<file path="src/rtl/prio_dispatch_scheduler_pkg.sv">
// Shared constants, dispatch-mode encodings and FSM state type for the
// per-output-port dispatch scheduler.
package prio_dispatch_scheduler_pkg;

   localparam int unsigned PORT_NUB_TOTAL = 16;
   localparam int unsigned PRIORITY       = 8;
   localparam int unsigned WIDTH_PRIORITY = $clog2(PRIORITY);
   localparam int unsigned WIDTH_WIEGHT   = $clog2(PRIORITY);

   localparam logic DISPATCH_SP  = 1'b0;
   localparam logic DISPATCH_WRR = 1'b1;

   typedef enum logic [1:0] {
      ST_IDLE   = 2'd0,
      ST_REFILL = 2'd1,
      ST_GRANT  = 2'd2
   } sched_state_e;

endpackage

</file>
<file path="src/rtl/prio_dispatch_scheduler_rr_prio_picker.sv">
// Combinational first-set finder: scans req upward from ptr with wrap
// and reports whether anything was found and at which index.
module rr_prio_picker #(
   parameter int unsigned N = 8,
   parameter int unsigned W = $clog2(N)
) (
   input  logic [N-1:0] req,
   input  logic [W-1:0] ptr,
   output logic         found_c,
   output logic [W-1:0] idx_c
);

   logic [W-1:0] cand;

   // N is a power of two, so W-bit addition wraps modulo N
   always_comb begin
      found_c = 1'b0;
      idx_c   = '0;
      cand    = '0;
      for (int unsigned i = 0; i < N; i++) begin
         cand = W'(ptr + W'(i));
         if (!found_c && req[cand]) begin
            found_c = 1'b1;
            idx_c   = cand;
         end
      end
   end

endmodule

</file>
<file path="src/rtl/prio_dispatch_scheduler.sv">
// Per-output-port read-side scheduler: strict-priority or weighted round
// robin selection of a priority queue, held for one whole packet.
module prio_dispatch_scheduler
   import prio_dispatch_scheduler_pkg::*;
(
   input  logic                             clk,
   input  logic                             rst,
   input  logic                             dispatch_sel,
   input  logic [PRIORITY*WIDTH_WIEGHT-1:0] wrr_wieght_in,
   input  logic [PRIORITY-1:0]              queue_nempty,
   input  logic                             ready,
   input  logic                             pkt_done,
   output logic                             grant_vld,
   output logic [WIDTH_PRIORITY-1:0]        grant_sel,
   output logic [PRIORITY-1:0]              grant_onehot,
   output logic                             busy
);

   sched_state_e                state_q, state_d;
   logic                        grant_vld_q, grant_vld_d;
   logic [WIDTH_PRIORITY-1:0]   grant_sel_q, grant_sel_d;
   logic [PRIORITY-1:0]         grant_onehot_q, grant_onehot_d;
   logic                        busy_q, busy_d;
   logic [WIDTH_WIEGHT-1:0]     credit_q [PRIORITY];
   logic [WIDTH_WIEGHT-1:0]     credit_d [PRIORITY];
   logic [WIDTH_PRIORITY-1:0]   rr_ptr_q, rr_ptr_d;

   logic [PRIORITY-1:0]         weight_nz_c;
   logic [PRIORITY-1:0]         eligible_c;
   logic                        sp_found_c, wrr_found_c;
   logic [WIDTH_PRIORITY-1:0]   sp_idx_c, wrr_idx_c;
   logic                        take_c;
   logic [WIDTH_PRIORITY-1:0]   take_idx_c;

   always_comb begin
      for (int unsigned q = 0; q < PRIORITY; q++) begin
         weight_nz_c[q] = |wrr_wieght_in[q*WIDTH_WIEGHT +: WIDTH_WIEGHT];
         eligible_c[q]  = queue_nempty[q] & (credit_q[q] != '0);
      end
   end

   rr_prio_picker #(.N(PRIORITY), .W(WIDTH_PRIORITY)) u_sp_pick (
      .req     (queue_nempty),
      .ptr     ('0),
      .found_c (sp_found_c),
      .idx_c   (sp_idx_c)
   );

   rr_prio_picker #(.N(PRIORITY), .W(WIDTH_PRIORITY)) u_wrr_pick (
      .req     (eligible_c),
      .ptr     (rr_ptr_q),
      .found_c (wrr_found_c),
      .idx_c   (wrr_idx_c)
   );

   // Next-state, grant and credit bookkeeping
   always_comb begin
      state_d        = state_q;
      grant_vld_d    = grant_vld_q;
      grant_sel_d    = grant_sel_q;
      grant_onehot_d = grant_onehot_q;
      credit_d       = credit_q;
      rr_ptr_d       = rr_ptr_q;
      take_c         = 1'b0;
      take_idx_c     = '0;

      case (state_q)
         ST_IDLE: begin
            if (ready) begin
               if (dispatch_sel == DISPATCH_WRR && wrr_found_c) begin
                  take_c     = 1'b1;
                  take_idx_c = wrr_idx_c;
                  credit_d[wrr_idx_c] = credit_q[wrr_idx_c] - WIDTH_WIEGHT'(1);
                  // pointer parks on the queue until its last credit is spent
                  rr_ptr_d = (credit_q[wrr_idx_c] == WIDTH_WIEGHT'(1)) ?
                             WIDTH_PRIORITY'(wrr_idx_c + WIDTH_PRIORITY'(1)) : wrr_idx_c;
               end else if (dispatch_sel == DISPATCH_WRR && |(queue_nempty & weight_nz_c)) begin
                  state_d = ST_REFILL;
               end else if (sp_found_c) begin
                  take_c     = 1'b1;
                  take_idx_c = sp_idx_c;
               end
            end
            if (take_c) begin
               state_d        = ST_GRANT;
               grant_vld_d    = 1'b1;
               grant_sel_d    = take_idx_c;
               grant_onehot_d = PRIORITY'(1) << take_idx_c;
            end
         end
         ST_REFILL: begin
            for (int unsigned q = 0; q < PRIORITY; q++) begin
               credit_d[q] = wrr_wieght_in[q*WIDTH_WIEGHT +: WIDTH_WIEGHT];
            end
            state_d = ST_IDLE;
         end
         ST_GRANT: begin
            if (pkt_done) begin
               state_d        = ST_IDLE;
               grant_vld_d    = 1'b0;
               grant_onehot_d = '0;
            end
         end
         default: begin
            state_d        = ST_IDLE;
            grant_vld_d    = 1'b0;
            grant_onehot_d = '0;
         end
      endcase

      busy_d = (state_d != ST_IDLE);
   end

   always_ff @(posedge clk) begin
      if (rst) begin
         state_q        <= ST_IDLE;
         grant_vld_q    <= 1'b0;
         grant_sel_q    <= '0;
         grant_onehot_q <= '0;
         busy_q         <= 1'b0;
         credit_q       <= '{default: '0};
         rr_ptr_q       <= '0;
      end else begin
         state_q        <= state_d;
         grant_vld_q    <= grant_vld_d;
         grant_sel_q    <= grant_sel_d;
         grant_onehot_q <= grant_onehot_d;
         busy_q         <= busy_d;
         credit_q       <= credit_d;
         rr_ptr_q       <= rr_ptr_d;
      end
   end

   assign grant_vld    = grant_vld_q;
   assign grant_sel    = grant_sel_q;
   assign grant_onehot = grant_onehot_q;
   assign busy         = busy_q;

endmodule

</file>
<file path="config.mk">
export PLATFORM = sky130hd
export DESIGN_NAME = prio_dispatch_scheduler
export DESIGN_NICKNAME = d
export VERILOG_FILES = /design/src/rtl/prio_dispatch_scheduler_pkg.sv /design/src/rtl/prio_dispatch_scheduler_rr_prio_picker.sv /design/src/rtl/prio_dispatch_scheduler.sv
export SDC_FILE = /design/constraint.sdc
export NUM_CORES = 1
export LEC_CHECK = 0
export ABC_AREA = 1
export BUFFER_PORTS_ARGS = -buffer_cell sky130_fd_sc_hd__buf_2
export CAP_MARGIN = 20
export CORE_MARGIN = 3
export CORE_UTILIZATION = 62
export DETAILED_ROUTE_END_ITERATION = 16
export GPL_ROUTABILITY_DRIVEN = 0
export PLACE_DENSITY_LB_ADDON = 0.25
export SLEW_MARGIN = 10
export SYNTH_ARGS = -nofsm -noshare
export SYNTH_HDL_FRONTEND = slang
export SYNTH_SLANG_ARGS = --single-unit
export TNS_END_PERCENT = 20
</file>
<file path="constraint.sdc">
create_clock -name clk -period 9.2 [get_ports clk]
set_clock_uncertainty 0.1 [all_clocks]
set_input_delay 0.46 -clock clk [delete_from_list [all_inputs] [get_ports clk]]
set_output_delay 0.46 -clock clk [all_outputs]
set_load 0.005 [all_outputs]
</file>
==> flow_summary_export.csv <==
group,metric,value,unit
run_status,status,"completed",
synth,ys_types,42,
routing,dr.first_iter.drc_count,324,
critical_path,crit_path_top_delay_cell,"dfxtp_1",
timing,hold_viol,0,
min_path,hp-start,"wrr_wieght_in[0]",
floorplan,coreArea,5170,um2
critical_path,critPathLaunchType,"flip-flop",
global_route,grtUsageMet1,40.8,%
global_route,grt.total_usage,31.5,%
timing,tightest_slew,712,ps
clocking,cts_root_buf,"clkbuf_8",
clocking,cts_buffer_depth,2,
floorplan,initial_core_util,64.5,%
clocking,cts.htree.levels,2,
synth,synth-edff-count,0,
synth,synth_ff_type,"dfxtp_1",
clocking,clock_latency,300,ps
routing,drt-total-wl,9.62,mm
cells_and_area,diodes,0,
critical_path,worst_path_most_repeated_cell,"nand2_1",
synth,yosysSeqAreaShare,25.2,%
clocking,clock_sinks,42,
run,cap_violations,0,
synth,synth_area,3340,um2
clocking,numCtsBuffers,5,
critical_path,critPathMaxStageDelay,570,ps
floorplan,die-area,6300,um2
global_route,antenna_found_initial,0,
clocking,cts_hold_buf,0,
cells_and_area,post-route-util,70.9,%
timing,rsz0062_at_grt,"false",
place,dpl.cell_count,651,
floorplan,die_w,79.4,um
global_route,globalRouteOverflowTotal,0,
timing,clock.fmax,229,MHz
cells_and_area,area_delta_synth_final,9.93,%
routing,detail_route.drc_violations,0,
cells_and_area,nets,630,
critical_path,reg2reg_to,"credit_q[1]",
global_route,grt_pass1_wl,15.8,mm
floorplan,fp.dieH,79.4,um
cells_and_area,finalNonFillerCells,658,
global_route,grt_most_used_layer,"met2",
global_route,grt_util_met2,51.7,%
synth,postSynthAreaPerCell,6.11,um2
synth,ys_async_sr_fraction,0,%
timing,final-max-slew-violation-count,0,
critical_path,cp.required,9260,ps
global_route,use_met3,5.76,%
clocking,post_cts_buffers,0,
min_path,worstHoldEndpoint,"credit_q[21]",
synth,syn-num-nets,588,
place,hpwl,7.47,mm
critical_path,critPathCaptureType,"flip-flop",
synth,synth_warnings,0,
global_route,grt_max_degree,38,
timing,slew-limit-headroom,52.5,%
routing,routedWlPerCell,14.6,um
routing,ant_nets,0,
synth,synth.ff_latch_count,42,
timing,period_minus_slack,4370,ps
routing,routed-via-count,3861,
critical_path,reg2reg_slack,4830,ps
critical_path,cp.arrival,4420,ps
routing,drt_pass1_iterations,5,
timing,tns,0,ps
critical_path,r2r_cells,25,
clocking,tritoncts,"yes",
floorplan,placementRows,26,
critical_path,r2r_start,"rr_ptr_q[0]",
critical_path,cp_max_fo,21,
clocking,clk_pin_slew,80,ps
min_path,whs_path_depth,3,
clocking,cts_resized,0,
cells_and_area,nFillCells,452,
critical_path,crit_type,"flip-flop to flip-flop",
floorplan,pin_count,50,
place,io_buffers,49,
global_route,grt_pass1_vias,3500,
cells_and_area,drive_gt1_share,17.7,%
routing,avgViaCountPerCell,5.87,
min_path,min_path_type,"input pin to flip-flop",
synth,netlist_instances,546,
timing,timing.final.crit_share,47.5,%
timing,setup_viol,0,
==> sequential cells by signal, indices dropped and copies added, names as in the netlist <==
name          cells
state_q           2
grant_vld         1
busy              1
grant_onehot      8
credit_q         24
grant_sel         3
rr_ptr_q          3
==> critical path: cells and delay by family, from the launching register on <==
kind,cells,cell delay [ps]
simple gates,16,1680
buf+inv,5,860
fa+ha+maj,2,700
flops,1,570
compound gates,2,300
==> metrics by stage <==
stage	hold WS, ps	area [um2]	setup WS [ps]
2_1_floorplan	358	3340	5700
3_3_place_gp	353	3590	5150
3_5_place_dp	357	3590	4900
4_1_cts	333	3670	4880
5_1_grt	334	3670	4340
6_report	328	3670	4830
==> layer usage <==
metal | vias to the layer above | part of all wire, %
met4 | 0 | 3.1
met3 | 32 | 8.6
met1 | 1724 | 42
met5 | - | 0
met2 | 217 | 46
li1 | 1888 | -
==> layout by cell type, fill, tap and decap left out, types with 4 or more instances in the layout <==
cell type  synthesis  routed
a21oi_1           26      26
a22oi_1            9       9
a31oi_1           12      12
buf_2              0      49
clkbuf_8           0       5
dfxtp_1           42      42
ha_1               5       5
inv_1             58      58
inv_2              8       8
nand2_1          143     143
nand2_2           10      10
nand3_1           92      92
nor2_1            50      49
nor2_2             7       8
nor2_4             4       4
nor3_1            13      13
o21ai_0           13      13
o22ai_1            4       4
==> cell type report <==
cell class | count | area (um2) | area share (%)
multi-input cells | 421 | 2150 | 58.6
well taps | 70 | 87.6 | 2.39
flip-flops and latches | 42 | 841 | 22.9
inverters | 68 | 260 | 7.09
repair buffers | 50 | 253 | 6.89
clock buffers | 5 | 68.8 | 1.88
clock inverters | 2 | 10.0 | 0.273
==> cells in the mapped netlist, types with 4 or more instances <==
cell type	number	area share, %
a21oi_1	26	3.9
a22oi_1	9	2.0
a31oi_1	12	2.2
clkbuf_1	8	0.90
dfxtp_1	42	25
ha_1	5	1.9
inv_1	58	6.5
inv_2	8	0.90
nand2_1	143	16
nand2_2	10	1.9
nand3_1	92	14
nor2_1	50	5.6
nor2_2	7	1.3
nor2_4	4	1.3
nor3_1	13	1.9
o21ai_0	13	1.9
o22ai_1	4	0.75
==> how the worst max path moves through the flow <==
stage	start	endpoint	slack, ps	cells after the start
4_1_cts	rr_ptr_q[0]	credit_q[1]	4880	25
6_report	rr_ptr_q[0]	credit_q[1]	4830	25
5_1_grt	rr_ptr_q[0]	credit_q[1]	4340	25
3_5_place_dp	rr_ptr_q[0]	credit_q[1]	4900	24
2_1_floorplan	rr_ptr_q[1]	credit_q[13]	5700	23
3_3_place_gp	rr_ptr_q[0]	credit_q[22]	5150	19
==> cells by family after synthesis <==
| kind of cell | after synthesis | synth area share, % |
|---|---|---|
| and+or+nand+nor | 339 | 48.4 |
| buffers and inverters | 83 | 10.5 |
| AOI/OAI and AO/OA | 74 | 13.3 |
| DFF | 42 | 25.2 |
| adders and majority gates | 5 | 1.87 |
| xor gates and xnor gates | 3 | 0.787 |
Power is not shown: default switching activity piles up to over one toggle a cycle in this logic, so the estimate is an artifact.
